File: src/rtl/sram_arbiter_pkg.sv
// sram_arbiter_pkg
//   Shared definitions for the two-master sram-like arbiter:
//   requester IDs, the sram-like request bundle layout and a packing helper.
package sram_arbiter_pkg;

    // Requester IDs stored in the in-order ID FIFO
    localparam logic REQ_ID_INST = 1'b0;
    localparam logic REQ_ID_DATA = 1'b1;

    // sram-like request bundle: req + wr + size + wstrb + addr + wdata
    localparam int REQ_W      = 72;
    localparam int WDATA_LSB  = 0;
    localparam int ADDR_LSB   = 32;
    localparam int WSTRB_LSB  = 64;
    localparam int SIZE_LSB   = 68;
    localparam int WR_BIT     = 70;
    localparam int REQ_BIT    = 71;

    // Field order matches the offsets above (MSB first)
    typedef struct packed {
        logic        req;
        logic        wr;
        logic [1:0]  size;
        logic [3:0]  wstrb;
        logic [31:0] addr;
        logic [31:0] wdata;
    } sram_req_t;

    function automatic sram_req_t pack_req(
        input logic        req,
        input logic        wr,
        input logic [1:0]  size,
        input logic [3:0]  wstrb,
        input logic [31:0] addr,
        input logic [31:0] wdata
    );
        sram_req_t r;
        r.req   = req;
        r.wr    = wr;
        r.size  = size;
        r.wstrb = wstrb;
        r.addr  = addr;
        r.wdata = wdata;
        return r;
    endfunction

endpackage

File: src/rtl/sram_arb_idfifo.sv
// sram_arb_idfifo
//   1-bit wide, DEPTH-deep synchronous FIFO holding the requester ID of every
//   accepted-but-unanswered request, in acceptance order.
// Ports:
//   clk, reset      clock, synchronous active-high reset (clears pointers/count)
//   push, push_id   enqueue push_id (ignored when full)
//   pop             dequeue head (ignored when empty)
//   head            ID at the read pointer
//   full, empty     occupancy flags from the registered count
//   count           number of stored IDs (0..DEPTH)
module sram_arb_idfifo
    import sram_arbiter_pkg::*;
#(
    parameter int DEPTH = 2,
    parameter int CNT_W = 2
) (
    input  logic             clk,
    input  logic             reset,
    input  logic             push,
    input  logic             push_id,
    input  logic             pop,
    output logic             head,
    output logic             full,
    output logic             empty,
    output logic [CNT_W-1:0] count
);

    localparam int PTR_W = (DEPTH > 1) ? $clog2(DEPTH) : 1;

    logic [DEPTH-1:0] slot_q, slot_d;
    logic [PTR_W-1:0] wr_ptr_q, wr_ptr_d;
    logic [PTR_W-1:0] rd_ptr_q, rd_ptr_d;
    logic [CNT_W-1:0] count_q, count_d;
    logic             do_push, do_pop;

    // Explicit wrap so non-power-of-two pointer ranges would still be safe
    function automatic logic [PTR_W-1:0] next_ptr(input logic [PTR_W-1:0] ptr);
        if (ptr == PTR_W'(DEPTH - 1)) begin
            return '0;
        end
        return ptr + PTR_W'(1);
    endfunction

    assign full    = (count_q == CNT_W'(DEPTH));
    assign empty   = (count_q == '0);
    assign count   = count_q;
    assign head    = slot_q[rd_ptr_q];
    assign do_push = push && !full;
    assign do_pop  = pop && !empty;

    always_comb begin
        slot_d   = slot_q;
        wr_ptr_d = wr_ptr_q;
        rd_ptr_d = rd_ptr_q;
        count_d  = count_q;
        if (do_push) begin
            slot_d[wr_ptr_q] = push_id;
            wr_ptr_d         = next_ptr(wr_ptr_q);
        end
        if (do_pop) begin
            rd_ptr_d = next_ptr(rd_ptr_q);
        end
        case ({do_push, do_pop})
            2'b10:   count_d = count_q + CNT_W'(1);
            2'b01:   count_d = count_q - CNT_W'(1);
            default: count_d = count_q;
        endcase
    end

    always_ff @(posedge clk) begin
        if (reset) begin
            wr_ptr_q <= '0;
            rd_ptr_q <= '0;
            count_q  <= '0;
        end else begin
            wr_ptr_q <= wr_ptr_d;
            rd_ptr_q <= rd_ptr_d;
            count_q  <= count_d;
        end
    end

    // Slot contents are only meaningful below count, so they need no reset
    always_ff @(posedge clk) begin
        slot_q <= slot_d;
    end

endmodule

File: src/rtl/sram_arbiter.sv
// sram_arbiter
//   Shares one sram-like slave port between the instruction master (ID 0) and
//   the data master (ID 1). Data has fixed priority; a granted-but-unaccepted
//   address phase is locked to its owner until accepted or withdrawn. Accepted
//   requests are tracked in an in-order ID FIFO so each slave data_ok/rdata is
//   routed back to the master that issued it.
// Ports:
//   clk, reset                    clock, synchronous active-high reset
//   inst_* / data_*               sram-like master ports (req, wr, size, wstrb,
//                                 addr, wdata in; addr_ok, data_ok, rdata out)
//   mem_*                         sram-like slave port
//   proto_err                     sticky: slave data_ok seen with no outstanding ID
module sram_arbiter
    import sram_arbiter_pkg::*;
#(
    parameter int OUTSTANDING = 2,
    parameter int OUT_W       = $clog2(OUTSTANDING) + 1
) (
    input  logic        clk,
    input  logic        reset,

    input  logic        inst_req,
    input  logic        inst_wr,
    input  logic [1:0]  inst_size,
    input  logic [3:0]  inst_wstrb,
    input  logic [31:0] inst_addr,
    input  logic [31:0] inst_wdata,
    output logic        inst_addr_ok,
    output logic        inst_data_ok,
    output logic [31:0] inst_rdata,

    input  logic        data_req,
    input  logic        data_wr,
    input  logic [1:0]  data_size,
    input  logic [3:0]  data_wstrb,
    input  logic [31:0] data_addr,
    input  logic [31:0] data_wdata,
    output logic        data_addr_ok,
    output logic        data_data_ok,
    output logic [31:0] data_rdata,

    output logic        mem_req,
    output logic        mem_wr,
    output logic [1:0]  mem_size,
    output logic [3:0]  mem_wstrb,
    output logic [31:0] mem_addr,
    output logic [31:0] mem_wdata,
    input  logic        mem_addr_ok,
    input  logic        mem_data_ok,
    input  logic [31:0] mem_rdata,

    output logic        proto_err
);

    sram_req_t        inst_bus, data_bus, own_bus;
    logic             owner;
    logic             handshake;
    logic             pop_en;
    logic             fifo_head, fifo_full, fifo_empty;
    logic [OUT_W-1:0] fifo_count;

    logic lock_valid_q, lock_valid_d;
    logic lock_owner_q, lock_owner_d;
    logic proto_err_q,  proto_err_d;

    assign inst_bus = pack_req(inst_req, inst_wr, inst_size, inst_wstrb, inst_addr, inst_wdata);
    assign data_bus = pack_req(data_req, data_wr, data_size, data_wstrb, data_addr, data_wdata);

    // Arbitration and address-phase routing; full depends only on registered
    // count, so there is no path from data_ok back into mem_req.
    always_comb begin
        if (lock_valid_q) begin
            owner = lock_owner_q;
        end else if (data_req) begin
            owner = REQ_ID_DATA;
        end else begin
            owner = REQ_ID_INST;
        end
        own_bus   = (owner == REQ_ID_DATA) ? data_bus : inst_bus;

        mem_req   = own_bus.req && !fifo_full;
        mem_wr    = own_bus.wr;
        mem_size  = own_bus.size;
        mem_wstrb = own_bus.wstrb;
        mem_addr  = own_bus.addr;
        mem_wdata = own_bus.wdata;

        handshake    = mem_req && mem_addr_ok;
        inst_addr_ok = handshake && (owner == REQ_ID_INST);
        data_addr_ok = handshake && (owner == REQ_ID_DATA);
    end

    // Lock: hold a presented-but-not-accepted owner. A handshake or the owner
    // dropping req both leave mem_req && !mem_addr_ok false, clearing it.
    always_comb begin
        lock_valid_d = lock_valid_q;
        lock_owner_d = lock_owner_q;
        if (!fifo_full) begin
            lock_valid_d = mem_req && !mem_addr_ok;
            if (mem_req && !mem_addr_ok) begin
                lock_owner_d = owner;
            end
        end
    end

    // Response routing by FIFO head
    always_comb begin
        pop_en       = mem_data_ok && (fifo_count != '0);
        inst_data_ok = pop_en && (fifo_head == REQ_ID_INST);
        data_data_ok = pop_en && (fifo_head == REQ_ID_DATA);
        inst_rdata   = mem_rdata;
        data_rdata   = mem_rdata;
        proto_err_d  = proto_err_q || (mem_data_ok && fifo_empty);
        proto_err    = proto_err_q;
    end

    always_ff @(posedge clk) begin
        if (reset) begin
            lock_valid_q <= 1'b0;
            lock_owner_q <= REQ_ID_INST;
            proto_err_q  <= 1'b0;
        end else begin
            lock_valid_q <= lock_valid_d;
            lock_owner_q <= lock_owner_d;
            proto_err_q  <= proto_err_d;
        end
    end

    sram_arb_idfifo #(
        .DEPTH (OUTSTANDING),
        .CNT_W (OUT_W)
    ) u_idfifo (
        .clk     (clk),
        .reset   (reset),
        .push    (handshake),
        .push_id (owner),
        .pop     (pop_en),
        .head    (fifo_head),
        .full    (fifo_full),
        .empty   (fifo_empty),
        .count   (fifo_count)
    );

endmodule

File: config.mk
export PLATFORM = sky130hd
export DESIGN_NAME = sram_arbiter
export DESIGN_NICKNAME = d
export VERILOG_FILES = /design/src/rtl/sram_arbiter_pkg.sv /design/src/rtl/sram_arb_idfifo.sv /design/src/rtl/sram_arbiter.sv
export SDC_FILE = /design/constraint.sdc
export NUM_CORES = 1
export LEC_CHECK = 0
export CORE_AREA = 2 2 123 125
export CTS_CLUSTER_SIZE = 16
export DETAILED_ROUTE_END_ITERATION = 8
export DIE_AREA = 0 0 125 127
export SYNTH_ARGS = -nofsm -noshare
export SYNTH_HDL_FRONTEND = slang
export SYNTH_SLANG_ARGS = --single-unit
File: constraint.sdc
create_clock -name clk -period 2.9 [get_ports clk]
set_input_delay 0.435 -clock clk [delete_from_list [all_inputs] [get_ports clk]]
set_output_delay 0.435 -clock clk [all_outputs]
set_load 0.03 [all_outputs]
After elaboration in Yosys (flattened, before gate mapping) --
Cells that the tools add are included.
Word-level totals: output and inout port bits 141, flip-flop bits (word level) 9, bits of input ports 180
Cells by class: bitwise gates (word level) 3, mux-type cells 17, add/subtract/negate cells 4, eq/ne operators 3, reduce and logical (&&, ||, !) cells 20, $lt $le $gt $ge 3
Operator list (number):
- two-way mux 72 bit | 1
- two-way mux 1 bit | 13
- logical AND 1 bit | 12
- equality test 2 bit (second input constant) | 2
- < comparator 1 x 2 -> 1 bit (second input constant) | 2
- one-hot mux 2 bit (2 select lines) | 1
- nonzero test 2 bit | 2
- zero test 1 bit | 3
- inverter 1 bit | 3
- adder 1 bit (second input constant) | 2
- adder 2 x 1 -> 2 bit (second input constant) | 1
- bitwise mux 2 bit | 1
- equality test 2 x 1 -> 1 bit (second input constant) | 1
- zero test 2 bit | 1
- AND reduction 2 bit | 1
- subtractor 2 x 1 -> 2 bit (second input constant) | 1
- demux 1 bit (select 1 bit) | 1
- >= comparator 1 bit (second input constant) | 1
- logical OR 1 bit | 1

Longest topological paths before layout --
Gate-level depths: netlist (run 1).
depth after elaboration 8, depth in mapped cells 7, depth with buffers taken out 7

Hierarchy --
From an unflattened synthesis (run 1), not the netlist that was laid out.
Unflattened totals: cells, all modules 193, area, all modules 1849.3 um^2
By module, submodules not included:
- sram_arbiter | area an instance 1577.8 um^2, sequential area each 60.1 um^2, times used 1, cells an instance 166
- sram_arb_idfifo | area an instance 271.5 um^2, sequential area each 140.1 um^2, times used 1, cells an instance 27

Worst setup path before layout (run 1) --
OpenSTA, ideal clock, no wires.
path kind input to output, start input port data_req, end output port data_addr_ok, buffers on the path 0, stages on the path 4, slack 0.746 ns, data required time 2.465 ns, data arrival time 1.719 ns, cell sequence and3b_1 -> or3b_1 -> or2_2 -> nor2_1
On the way: longest elaborated chain between the ends 6
RTL lines:
- start, declared | RTL line sram_arbiter.sv:32 | input logic data_req,
- two-way mux 1 bit | RTL line sram_arbiter.sv:74 | end else if (data_req) begin
- two-way mux 1 bit | RTL line sram_arbiter.sv:72 | if (lock_valid_q) begin
- two-way mux 72 bit | RTL line sram_arbiter.sv:79 | own_bus = (owner == REQ_ID_DATA) ? data_bus : inst_bus;
- logical AND 1 bit | RTL line sram_arbiter.sv:81 | mem_req = own_bus.req && !fifo_full;
- logical AND 1 bit | RTL line sram_arbiter.sv:88 | handshake = mem_req && mem_addr_ok;
- logical AND 1 bit * | RTL line sram_arbiter.sv:90 | data_addr_ok = handshake && (owner == REQ_ID_DATA);
- end, declared | RTL line sram_arbiter.sv:38 | output logic data_addr_ok,
Mark *: on every way between the ends. The rest lies on a longest branch, timed or not.

Worst setup path after layout (run 1) --
start input port data_req, end output port mem_addr[14]
On the way: longest elaborated chain between the ends 3
RTL lines:
- two-way mux 1 bit | RTL line sram_arbiter.sv:74
- two-way mux 1 bit | RTL line sram_arbiter.sv:72
- two-way mux 72 bit | RTL line sram_arbiter.sv:79
- end, declared | RTL line sram_arbiter.sv:46 | output logic [31:0] mem_addr,
Every way passes these cells.

==> metrics.yaml, run 1 <==
clock_network:
  cts_hold_buf: 0
  clock_sinks: 9
  insertion_delay_ns: 0.24
  cts_setup_buffers: 0
  cts.clk_slew.worst_paths_ns: 0.04
  ctsLongestPathBuffers: 2
  htree_levels: 1
  cts_root_buf: "clkbuf_16"
  postCtsResizedCells: 0
  numCtsBuffers: 3
  cts_tree: "yes"
floorplanning:
  die_area_mm2: 0.01588
  rows: 44
  io_pins: 321
  coreArea_mm2: 0.01442
  die_x_um: 125
  die_y_um: 127
  initial_core_util_pct: 12.25
run_status:
  outcome: "complete, no violations"
power:
  peakVddDrop_uv: 241.1
  power_mw: 1.536
  power_density_mw_per_mm2: 403.6
  leakage_nw: 1.480
synthesis:
  synth-seq-area-share_pct: 11.33
  synthTopCellsByArea: "mux2_2 45%, buf_4 27%, dfxtp_1 7.9%"
  postSynthCellCount: 192
  synth_top_area_share_pct: 45.25
  syn_area_mm2: 0.001767
  synth_ff_type: "dfxtp_1"
  synth-seq-cells: 9
  yosysWarnings: 0
  synthArstFlopShare_pct: 0
  yosysUniqueCellTypes: 25
  syn_avg_cell_area_um2: 9.202
  synth_edf_count: 2
  syn_nets: 373
  synth_top_area_cell: "mux2_2"
placed_design:
  place_ws_ns: 0.06053
  dp_hpwl_um: 7464
  dp_cells: 532
  gp_congestion: 0.8439
  port_buffers: 224
routing:
  vias: 1920
  antenna_left: 0
  drtPass1Iterations: 5
  wl_per_cell_um: 15.81
  wl_um: 8472
  routed_via_density: 3.582
  drc: 0
  drt_iter0_drc: 43
global_routing:
  grt_max_degree: 38
  grt_usage_pct: 9.646
  grt_pass1_vias: 2100
  grt_overflow_total: 0
  grt_antenna_before_repair: 0
  grt_pass1_wl_um: 12000
critical_path:
  crit_path_start: "data_req"
  worstPathMaxFanout: 37
  ff2ff_setup_slack_ns: 0.72
  cp_slowest_cell: "clkdlybuf4s50_1"
  cp-end-kind: "primary output"
  rr_worst_depth: 6
  endpoint: "mem_addr[14]"
  max_stage_delay_ns: 0.60
  reg2reg_from: "lock_valid_q$_SDFFE_PP0P_"
  cp-start-kind: "input pin"
  crit_path_cell_trace: "clkdlybuf4s50_1 -> mux2i_4 -> buf_12 -> mux2_2 -> clkdlybuf4s50_1"
  arrival_ns: 2.42
  critPathMostFrequentCell: "clkdlybuf4s50_1"
  critPathKind: "in -> out"
  r2r_end: "u_idfifo.count[1]$_SDFFE_PP0P_"
  required_ns: 2.47
sta:
  setup_viol: 0
  rsz0062_at_grt: "false"
  fin_crit_sh_pct: 98.33
  worst_pin_slew_ns: 0.4746
  fmax_mhz: 350.7
  maxSlewHeadroom_pct: 68.03
  setup-tns-final_ns: 0
  drv_slew: 0
  finalWorstSetupSlack_ns: 0.04840
  fin_crit_ns: 2.852
  clock-skew-final_ns: 0.001093
  hold_viol: 0
cells_and_area:
  drive_gt1_share_pct: 32.10
  final_cells: 536
  final_cell_mix: "192 x clkdlybuf4s50_1, 71 x mux2_2, 32 x buf_4"
  utilization_pct: 26.38
  layout_commonest_cell: "clkdlybuf4s50_1"
  antenna_cells: 0
  multi_input_area_mm2: 0.001044
  regArea_um2: 200.2
  fillers: 1557
  syn_to_final_growth_pct: 115.4
  finish.net_count: 534
flow_run:
  maxCapViolCount: 0
worst_hold_path:
  hold_class: "reg -> reg"
  hp-start: "proto_err$_SDFF_PP0_"
[power by group]
group	internal [mW]	switching, mW	leakage [nW]
clock network	0.182	0.0642	0.0409
registers	0.160	0.0293	0.0764
logic	0.573	0.527	1.36
total	0.915	0.621	1.48
[state kept, by name, summed over array words and instances (netlist names)]
signal             flops
lock_owner_q           1
lock_valid_q           1
proto_err              1
u_idfifo.count         2
u_idfifo.rd_ptr_q      1
u_idfifo.slot_q        2
u_idfifo.wr_ptr_q      1
[layer usage]
layer / vias up / share of wire (%) / GRT usage, %
li1: 914 / - / -
met1: 844 / 39 / 10.96
met2: 160 / 51 / 17.87
met3: 2 / 9.9 / 3.643
met4: 0 / 0.15 / 0.8497
met5: - / 0 / 0
[final cells by class]
class | count | share of cell area [%]
flip-flops and latches | 9 | 5.261
inverters | 3 | 0.2960
repair buffers | 229 | 58.86
well taps | 184 | 6.051
clock buffers | 3 | 1.973
clock inverters | 1 | 0.1315
multi-input cells | 107 | 27.43
[worst max-delay path, delay by kind of cell]
kind                   cells  cell delay, ns
multiplexers               2            0.61
buffers and inverters      3            1.33
[cell families (layout without fill, tap and decap cells)]
logic type      after synthesis  count (layout)  synth area share (%)
fa+ha+maj                     1               1                0.7081
simple gates                 21              21                 6.658
buf+inv                      76             236                 30.31
compound gates                8               8                 2.266
mux                          74              74                 47.24
flops                         9               9                 11.33
xor+xnor                      3               3                 1.488
[synth_stat cells, types with 2 or more instances]
master,n
edfxtp_1,2
mux2_2,71
o21ai_0,3
buf_2,8
nor2_1,8
mux2i_1,2
inv_1,3
nor2b_1,3
buf_4,64
a21oi_1,5
or3_1,2
xor2_1,2
dfxtp_1,7
[worst min path at each step]
stage | to | slack, ns | cells past startpoint
2_1_floorplan | u_idfifo.wr_ptr_q$_SDFFE_PP0N_ | 0.46 | 2
3_3_place_gp | proto_err$_SDFF_PP0_ | 0.45 | 2
3_5_place_dp | proto_err$_SDFF_PP0_ | 0.46 | 2
4_1_cts | proto_err$_SDFF_PP0_ | 0.47 | 2
5_1_grt | proto_err$_SDFF_PP0_ | 0.49 | 2
6_report | proto_err$_SDFF_PP0_ | 0.47 | 2
[stage by stage]
step	area, µm²	hold WS (ns)
final	3805	0.4733
after detailed placement	3717	0.4607
after floorplan	1767	0.4583
after CTS	3797	0.4701
after global placement	3717	0.4534
after global routing	3805	0.4889
No activity file was read; power rests on OpenSTA's default activity.
==> inputs of run 2 (changes only) <==
- CTS_CLUSTER_SIZE: 16 -> 12
- TNS_END_PERCENT: default -> 20
==> results of run 2 <==
Same layout as run 1: the final DEF is identical, and so are final timing and power.
==> inputs of run 3 (changes only) <==
- ABC_AREA: default -> 0
- PLACE_DENSITY: default -> 0.6
==> results of run 3 <==
Same layout as run 1: the final DEF is identical, and so are final timing and power.
